[src/rtl/bus_arbiter_mux_if.sv]
// Shared-bus bundle between the bus controller and its sources/consumer.
// The slave modport is the controller side; master is the driving environment.
interface bus_arbiter_mux_if #(
    parameter int unsigned WIDTH = 8,
    parameter int unsigned NSRC  = 8,
    parameter int unsigned SEL_W = $clog2(NSRC)
);
    logic [NSRC*WIDTH-1:0] src_data;
    logic                  arb_en;
    logic [SEL_W-1:0]      select;
    logic [NSRC-1:0]       req;
    logic [WIDTH-1:0]      out;
    logic                  out_valid;
    logic [NSRC-1:0]       grant;
    logic [SEL_W-1:0]      owner;

    modport master (
        output src_data, arb_en, select, req,
        input  out, out_valid, grant, owner
    );

    modport slave (
        input  src_data, arb_en, select, req,
        output out, out_valid, grant, owner
    );
endinterface

[src/rtl/bus_arbiter_mux.sv]
// Registered common-bus controller: drives one bus from NSRC sources either by a
// direct select index or by round-robin arbitration with a bounded hold time.
module bus_arbiter_mux #(
    parameter int unsigned WIDTH    = 8,
    parameter int unsigned NSRC     = 8,
    parameter int unsigned SEL_W    = $clog2(NSRC),
    parameter int unsigned MAX_HOLD = 4
) (
    input  logic             clk,
    input  logic             reset,
    bus_arbiter_mux_if.slave bus
);

    // A 1-bit counter still works for MAX_HOLD=1 (it simply stays at 0).
    localparam int unsigned     HOLD_W   = (MAX_HOLD > 1) ? $clog2(MAX_HOLD) : 1;
    localparam logic [HOLD_W-1:0] HOLD_LIM = HOLD_W'(MAX_HOLD - 1);
    localparam logic [SEL_W-1:0]  LAST_SRC = SEL_W'(NSRC - 1);

    typedef enum logic [0:0] {StIdle, StOwned} state_e;

    state_e              state_q, state_d;
    logic [SEL_W-1:0]    owner_q, owner_d;
    logic [SEL_W-1:0]    rr_ptr_q, rr_ptr_d;
    logic [HOLD_W-1:0]   hold_cnt_q, hold_cnt_d;
    logic                valid_q, valid_d;
    logic [WIDTH-1:0]    out_q, out_d;
    logic [NSRC-1:0]     grant_q, grant_d;

    logic [WIDTH-1:0]    src_arr [NSRC];
    logic [NSRC-1:0]     cand;
    logic                cand_any;
    logic [SEL_W-1:0]    cand_idx;
    logic [SEL_W-1:0]    scan_idx;
    logic                sel_ok;
    logic                owner_req;

    for (genvar g = 0; g < NSRC; g++) begin : g_src
        assign src_arr[g] = bus.src_data[g*WIDTH +: WIDTH];
    end

    // Zero-extend before comparing so non-power-of-2 NSRC can reject high indices.
    assign sel_ok    = (32'(bus.select) < NSRC);
    assign owner_req = bus.req[owner_q];

    // Round-robin scan from rr_ptr; the current owner is never its own successor.
    always_comb begin
        cand = bus.req;
        if (state_q == StOwned) begin
            cand[owner_q] = 1'b0;
        end
        cand_any = 1'b0;
        cand_idx = '0;
        scan_idx = '0;
        // Walk offsets high to low so the smallest offset from rr_ptr wins last.
        for (int i = int'(NSRC) - 1; i >= 0; i--) begin
            if (int'(rr_ptr_q) + i >= int'(NSRC)) begin
                scan_idx = SEL_W'(int'(rr_ptr_q) + i - int'(NSRC));
            end else begin
                scan_idx = SEL_W'(int'(rr_ptr_q) + i);
            end
            if (cand[scan_idx]) begin
                cand_any = 1'b1;
                cand_idx = scan_idx;
            end
        end
    end

    // Next-state decode for both modes; all outputs follow owner_d/valid_d.
    always_comb begin
        state_d    = state_q;
        owner_d    = owner_q;
        rr_ptr_d   = rr_ptr_q;
        hold_cnt_d = hold_cnt_q;
        valid_d    = valid_q;

        if (!bus.arb_en) begin
            state_d    = StIdle;
            hold_cnt_d = '0;
            valid_d    = sel_ok;
            owner_d    = sel_ok ? bus.select : '0;
        end else begin
            unique case (state_q)
                StIdle: begin
                    valid_d = 1'b0;
                    owner_d = '0;
                end
                StOwned: begin
                    if (!owner_req) begin
                        state_d = StIdle;
                        valid_d = 1'b0;
                        owner_d = '0;
                    end else begin
                        valid_d = 1'b1;
                        if (hold_cnt_q != HOLD_LIM) begin
                            hold_cnt_d = hold_cnt_q + 1'b1;
                        end
                    end
                end
                default: begin
                    state_d = StIdle;
                    valid_d = 1'b0;
                    owner_d = '0;
                end
            endcase

            // New grant: from idle, on release, or on forced rotation at the hold limit.
            if (cand_any && (state_q == StIdle || !owner_req || hold_cnt_q == HOLD_LIM)) begin
                state_d    = StOwned;
                owner_d    = cand_idx;
                valid_d    = 1'b1;
                hold_cnt_d = '0;
                rr_ptr_d   = (cand_idx == LAST_SRC) ? '0 : cand_idx + 1'b1;
            end
        end

        // Data is re-sampled every cycle so a live source change shows up one cycle later.
        out_d   = valid_d ? src_arr[owner_d] : '0;
        grant_d = valid_d ? (NSRC'(1) << owner_d) : '0;
    end

    // Arbiter FSM and registered bus outputs; reset wins over everything.
    always_ff @(posedge clk) begin
        if (reset) begin
            state_q    <= StIdle;
            owner_q    <= '0;
            rr_ptr_q   <= '0;
            hold_cnt_q <= '0;
            valid_q    <= 1'b0;
            out_q      <= '0;
            grant_q    <= '0;
        end else begin
            state_q    <= state_d;
            owner_q    <= owner_d;
            rr_ptr_q   <= rr_ptr_d;
            hold_cnt_q <= hold_cnt_d;
            valid_q    <= valid_d;
            out_q      <= out_d;
            grant_q    <= grant_d;
        end
    end

    assign bus.out       = out_q;
    assign bus.out_valid = valid_q;
    assign bus.grant     = grant_q;
    assign bus.owner     = owner_q;

endmodule

[src/flat_wrapper.sv]
// flat-port wrapper written by rule: the top's interface ports become plain ports
module bus_arbiter_mux_flat 
#(
    parameter int unsigned WIDTH    = 8,
    parameter int unsigned NSRC     = 8,
    parameter int unsigned SEL_W    = $clog2(NSRC),
    parameter int unsigned MAX_HOLD = 4
)
  (clk, reset, bus_src_data, bus_arb_en, bus_select, bus_req, bus_out, bus_out_valid, bus_grant, bus_owner);
  bus_arbiter_mux_if #(.WIDTH(WIDTH), .NSRC(NSRC), .SEL_W(SEL_W)) bus_i ();
  input  logic clk;
  input  logic reset;
  input wire logic [$bits(bus_i.src_data)-1:0] bus_src_data;
  input wire logic [$bits(bus_i.arb_en)-1:0] bus_arb_en;
  input wire logic [$bits(bus_i.select)-1:0] bus_select;
  input wire logic [$bits(bus_i.req)-1:0] bus_req;
  output wire logic [$bits(bus_i.out)-1:0] bus_out;
  output wire logic [$bits(bus_i.out_valid)-1:0] bus_out_valid;
  output wire logic [$bits(bus_i.grant)-1:0] bus_grant;
  output wire logic [$bits(bus_i.owner)-1:0] bus_owner;
  assign bus_i.src_data = bus_src_data;
  assign bus_i.arb_en = bus_arb_en;
  assign bus_i.select = bus_select;
  assign bus_i.req = bus_req;
  assign bus_out = bus_i.out;
  assign bus_out_valid = bus_i.out_valid;
  assign bus_grant = bus_i.grant;
  assign bus_owner = bus_i.owner;
  bus_arbiter_mux #(.WIDTH(WIDTH), .NSRC(NSRC), .SEL_W(SEL_W), .MAX_HOLD(MAX_HOLD)) u_core (.clk(clk), .reset(reset), .bus(bus_i));
endmodule
[config.mk]
export PLATFORM = sky130hd
export DESIGN_NAME = bus_arbiter_mux_flat
export DESIGN_NICKNAME = d
export VERILOG_FILES = /design/src/rtl/bus_arbiter_mux_if.sv /design/src/rtl/bus_arbiter_mux.sv /design/src/flat_wrapper.sv
export SDC_FILE = /design/constraint.sdc
export NUM_CORES = 1
export LEC_CHECK = 0
export CORE_ASPECT_RATIO = 1.75
export CORE_MARGIN = 2
export CORE_UTILIZATION = 55
export CTS_CLUSTER_DIAMETER = 60
export DETAILED_ROUTE_END_ITERATION = 8
export PLACE_DENSITY = 0.88
export SYNTH_ARGS = -nofsm -noshare
export SYNTH_HDL_FRONTEND = slang
export SYNTH_SLANG_ARGS = --single-unit
[constraint.sdc]
create_clock -name clk -period 7.2 [get_ports clk]
set_clock_uncertainty 0.05 [all_clocks]
set_input_delay 2.16 -clock clk [delete_from_list [all_inputs] [get_ports clk]]
set_output_delay 2.16 -clock clk [all_outputs]
set_load 0.02 [all_outputs]
## Word level (Yosys, flattened, before mapping)

Cells that the tools add are included.

- Output and inout port bits: 20
- Logic and storage cells: 122
- Flip-flop bits (word level): 26

- Shift-type cells: 1
- Reductions and logical operators: 10
- $add $sub $neg: 17
- Muxes and demuxes: 59
- Bitwise gates (word level): 6
- Order comparisons: 19
- Equal/unequal tests: 3

Operators with widths:

| operator | number |
|---|---|
| $mux W3 | 20 |
| $lt A3 B4 Y1 const B | 9 |
| $ge A4 B4 Y1 const B | 8 |
| $bmux W1 S3 | 9 |
| $bmux W8 S3 | 1 |
| $mux W8 | 3 |
| $sub A3 B1 Y3 const B | 8 |
| $mux W1 | 23 |
| $add A3 B3 Y4 const B | 4 |
| $add A3 B2 Y4 const B | 2 |
| $and A8 B8 Y8 | 1 |
| $not A8 Y8 | 1 |
| $shl A1 B3 Y8 const A | 1 |
| $pmux W3 S2 | 1 |
| $add A3 B1 Y4 const B | 1 |
| $ge A3 B4 Y1 const B | 1 |
| $not A3 Y4 | 1 |
| $reduce_or A2 Y1 | 2 |
| $add A3 B1 Y3 const B | 1 |
| $demux W1 S3 | 1 |
| $eq A3 B3 Y1 const B | 1 |
| $ge A3 B1 Y1 const B | 1 |
| $not A1 Y1 | 3 |
| $reduce_and A3 Y1 | 1 |
| 9 further kinds | 11 |

## Longest topological paths before layout

- Depth in word-level cells: 24
- Mapped depth: 19

## Least setup slack after synthesis

No wires, ideal clock.

- Path kind: in2reg
- Start point: input port bus_req[5]
- End point: register u_core.rr_ptr_q[2]
- Arrival time: 4.807 ns
- Stages on the path: 14
- Buffers on the path: 4
- Slack: 2.219 ns
- Path through: clkbuf_1 -> nand2_1 -> mux4_2 -> mux2_2 -> a21oi_1 -> o211ai_1 -> a221oi_2 -> buf_4 -> buf_2 -> buf_4 -> ha_1 -> ha_1 -> mux2i_1 -> nor2_1

- Longest elaborated chain between the ends: 14
- Elaborated cells between the ends (all ways): 44
- Classes of those cells: add/sub: 1; eq/ne: 1; mux: 36; bitwise: 1; reduce/logical: 5

Ends and longest elaborated chain:

| element | RTL line | RTL |
|---|---|---|
| from (decl) | flat_wrapper.sv:16 | `input wire logic [$bits(bus_i.req)-1:0] bus_req;` |
| $and A8 B8 Y8 (no line) | - |  |
| $mux W8 | bus_arbiter_mux.sv:48 | `if (state_q == StOwned) begin` |
| $bmux W1 S3 | bus_arbiter_mux.sv:61 | `if (cand[scan_idx]) begin` |
| $mux W1 (not written as such) | bus_arbiter_mux.sv:61 |  |
| $mux W3 / $mux W1 (equally long branches) (8 in a row) | bus_arbiter_mux.sv:61 |  |
| $add A3 B1 Y3 (tied with other cells) | bus_arbiter_mux.sv:112 | `rr_ptr_d = (cand_idx == LAST_SRC) ? '0 : cand_idx + 1'b1;` |
| $mux W3 / $reduce_and A2 Y1 (equally long branches) | - |  |
| to (signal assigned) | bus_arbiter_mux.sv:134 | `rr_ptr_q <= rr_ptr_d;` |
| to (decl) | bus_arbiter_mux.sv:23 | `logic [SEL_W-1:0] rr_ptr_q, rr_ptr_d;` |

Parallel ways exist; a longest one is shown, timed or not. The select of a mux whose other input is x is not followed.
A chain may end at the register's enable or synchronous reset.

## Worst setup path in the final report

- Start point: input port bus_req[4]
- End point: register u_core.out_q[5], in the netlist u_core.bus.out[5]

- Longest elaborated chain between the ends: 19
- Elaborated cells between the ends (all ways): 54
- Classes of those cells: mux: 46; bitwise: 3; reduce/logical: 5

Ends and longest elaborated chain:

| element | RTL line | RTL |
|---|---|---|
| $and A8 B8 Y8 (no line) | - |  |
| $mux W8 | bus_arbiter_mux.sv:48 |  |
| $bmux W1 S3 | bus_arbiter_mux.sv:61 |  |
| $mux W1 (not written as such) | bus_arbiter_mux.sv:61 |  |
| $mux W1 (8 in a row) | bus_arbiter_mux.sv:61 |  |
| $logic_and A1 B1 Y1 | bus_arbiter_mux.sv:107 | `if (cand_any && (state_q == StIdle \|\| !owner_req \|\| hold_cnt_q == HOLD_LIM)) begin` |
| $mux W3 | bus_arbiter_mux.sv:107 |  |
| $mux W3 | bus_arbiter_mux.sv:76 | `if (!bus.arb_en) begin` |
| $not A3 Y4 (not written as such) | bus_arbiter_mux.sv:117 | `out_d = valid_d ? src_arr[owner_d] : '0;` |
| $bmux W8 S3 | bus_arbiter_mux.sv:117 |  |
| $mux W8 (not written as such) (2 in a row) | bus_arbiter_mux.sv:117 |  |
| to (signal assigned) | bus_arbiter_mux.sv:137 | `out_q <= out_d;` |
| to (decl) | bus_arbiter_mux.sv:26 | `logic [WIDTH-1:0] out_q, out_d;` |

Parallel ways exist; a longest one is shown, timed or not. The select of a mux whose other input is x is not followed.

==> summary.md <==
| Metric | Value |
|---|---|
| Rel. slew slack | `0.395` |
| Worst-case reg-to-reg path depth | `11` |
| Area growth, synth to finish | `27.1%` |
| Core Area | `6810 um^2` |
| CP Data Required Time | `7330 ps` |
| Leak pwr | `1.94 nW` |
| Routed via count | `4,552` |
| Type of origin of the critical path | `input pin` |
| EDFF count, synth | `0` |
| Post-CTS Hold Buffers | `0` |
| Adder-Cell Fraction of Synth Area | `0.0163` |
| Kind of critical path | `input pin to register` |
| #FFs+latches synth | `26` |
| Max Cap Violations | `0` |
| Met2 GRT Util | `0.690` |
| Crit path DAT | `5970 ps` |
| Hold crit path type | `register to register` |
| Die ar. | `7700 um^2` |
| Fmax | `171 MHz` |
| Crit path max fanout | `17` |
| Worst-Margin Slew | `908 ps` |
| Drt wl/cell | `22.6 um` |
| Starting Density | `0.565` |
| Worst skew pair latency | `260 ps` |
| N_diodes | `0` |
| Initial antenna violation count | `0` |
| Largest net degree at the start of global routing | `34` |
| Fin crit share | `0.811` |
| DRC | `0` |
| R2R Setup Slk | `2590 ps` |
| Placer Congestion | `0.944` |
| First-pass GRT wire length | `22,400 um` |
| H-tree depth | `1` |
| Met3 usage | `0.0659` |
| Seq/Total Area, Yosys | `0.135` |
| DRT Wirelength | `14,200 um` |
| Reg clk slew, reported paths | `60 ps` |
| Starting DRC count in detailed routing | `589` |
| Count of cell types in the netlist | `73` |
| Largest family of logic cells by synthesized area | `compound AO/OA/AOI/OAI gates` |
| Max Slew Vio Count | `0` |
| # Post-CTS Setup Buffers | `0` |
| Netlist Area Pre-Place | `3840 um^2` |
| Row cnt | `40` |
| Busiest layer in global routing | `met2` |
| Synth Net Count | `560` |
| Die X | `67.2 um` |
| Number of detailed-route iterations in the first pass | `5` |
| Avg Cell Area, Syn | `8.06 um^2` |
| ANT nets after route | `0` |
| Pwr dens | `344 nW/um^2` |
| Clock sinks | `26` |
| Vias per Instance | `7.25` |
| Clock Tree Root | `clkbuf_16` |
| Grt met1 use | `0.377` |
| Async SR Flop Fraction | `0` |
| Crit end category | `register` |
| TritonCTS Buffers | `3` |
| Die Y-Extent | `115 um` |
| Post-Synth Simple-Gate Area | `0.222` |
| Clock tree buffer depth | `2` |
| Grt ovf | `0` |
| Mapped Cells | `477` |
| Layout cell share with drive strength beyond 1 | `0.103` |
| Half-perimeter wire length after placement | `10,900 um` |
| Nets@finish | `629` |
| Post-synth top flop | `dfxtp_1` |
| IR drop worst, VDD | `0.223 mV` |
| I/O Pins | `98` |
| Final setup viols | `0` |
| RSZ-0062 raised after global routing | `false` |
| Fin. Hold Viols | `0` |
| CTS resizes | `0` |
| Final min period | `5840 ps` |
| Hold-critical path depth | `2` |
| CTS tree | `yes` |
| Post-synthesis xor/xnor area fraction | `0.00684` |
| Synth Area in Compound Gates | `0.303` |
| Hold Slack | `435 ps` |
| Setup TNS Final | `0 ps` |
| Synth warn | `0` |
| Status | `finished clean` |
| Multiplexer area fraction after synthesis | `0.237` |
| Fill cell count | `558` |
| PortBufs | `97` |
| Vias in the first global route | `4,431` |
| GR Util All Layers | `0.382` |
==> cells by family after synthesis <==
kind of cell	Yosys count
fa+ha+maj	5
buf+inv	68
simple gates	155
compound gates	148
xor+xnor	3
mux	72
flops	26
==> worst max-delay path, stage by stage <==
cell and delay (ps):
clkdlybuf4s50_1 570, nand2b_1 260, mux4_2 560, nand3_1 110, a31oi_1 90, a2111oi_0 770
a221oi_4 250, o31ai_2 750, a221oi_1 240, o221ai_1 220
==> sequential cells by signal, indices dropped and copies added, names as in the netlist <==
register	cells
u_core.bus.grant	8
u_core.bus.out	8
u_core.bus.out_valid	1
u_core.bus.owner	3
u_core.hold_cnt_q	2
u_core.rr_ptr_q	3
u_core.state_q	1
==> per-stage QoR <==
stage	std cells	util	setup WS (ps)	instance area, um^2	total power [mW]
5_1_grt	628	0.718	1150	4880	1.78
6_report	628	0.718	1360	4880	1.68
3_5_place_dp	625	0.707	1160	4810	1.52
4_1_cts	628	0.718	1430	4880	1.65
2_1_floorplan	477	-	2220	3840	1.18
3_3_place_gp	625	0.707	1280	4810	1.49
==> Yosys cell counts (all sizes together) (6+ instances only) <==
cell	n	area, um^2
mux4	13	293
mux2i	39	390
nand3	10	50.1
nor2b	9	56.3
and2	15	93.8
nand2b	14	87.6
o41ai	16	148
buf	21	128
nor2	31	119
a21oi	21	105
a221o	10	100
clkbuf	21	78.8
o2bb2ai	8	70.1
o22ai	13	81.3
a221oi	11	103
dfxtp	26	521
nand2	39	151
o221ai	14	129
inv	26	97.6
mux2	20	229
o21ai	6	33.8
a22oi	13	97.6
==> layout by cell type (no fill, tap or decap), types with 14 or more instances in the layout <==
cell type	Yosys	final
o41ai_1	15	15
nand2b_1	14	14
and2_1	15	15
dfxtp_1	26	26
clkdlybuf4s50_1	0	97
nand2_1	37	37
inv_1	24	24
a21oi_1	21	21
mux2i_1	39	39
nor2_1	30	30
==> worst paths after layout <==
path | endpoint | from
max | u_core.bus.out[5] | bus_req[4]
min reg2reg | u_core.hold_cnt_q[0] | u_core.hold_cnt_q[0]
min | u_core.hold_cnt_q[0] | u_core.hold_cnt_q[0]
max reg2reg | u_core.bus.out[5] | u_core.rr_ptr_q[0]
==> power by group <==
group | switching, mW | internal, mW
Combinational | 0.774 | 0.561
Clock | 0.0511 | 0.0738
Sequential | 0.0424 | 0.180
Total | 0.867 | 0.815
==> layer usage <==
layer,routed length [um],vias to the layer above
met4,1060,0
met5,0,-
met1,4590,2158
li1,-,2024
met2,7610,291
met3,926,79
==> area by class of cell <==
| class | instances | area (um^2) | share of cell area |
|---|---|---|---|
| Tap cell | 84 | 105 | 0.0215 |
| Multi-Input combinational cell | 383 | 3050 | 0.624 |
| Inverter | 26 | 97.6 | 0.0200 |
| Sequential cell | 26 | 520 | 0.107 |
| Timing Repair Buffer | 106 | 1040 | 0.213 |
| Clock buffer | 3 | 75.1 | 0.0154 |
Power figures use the tool's default switching activity.
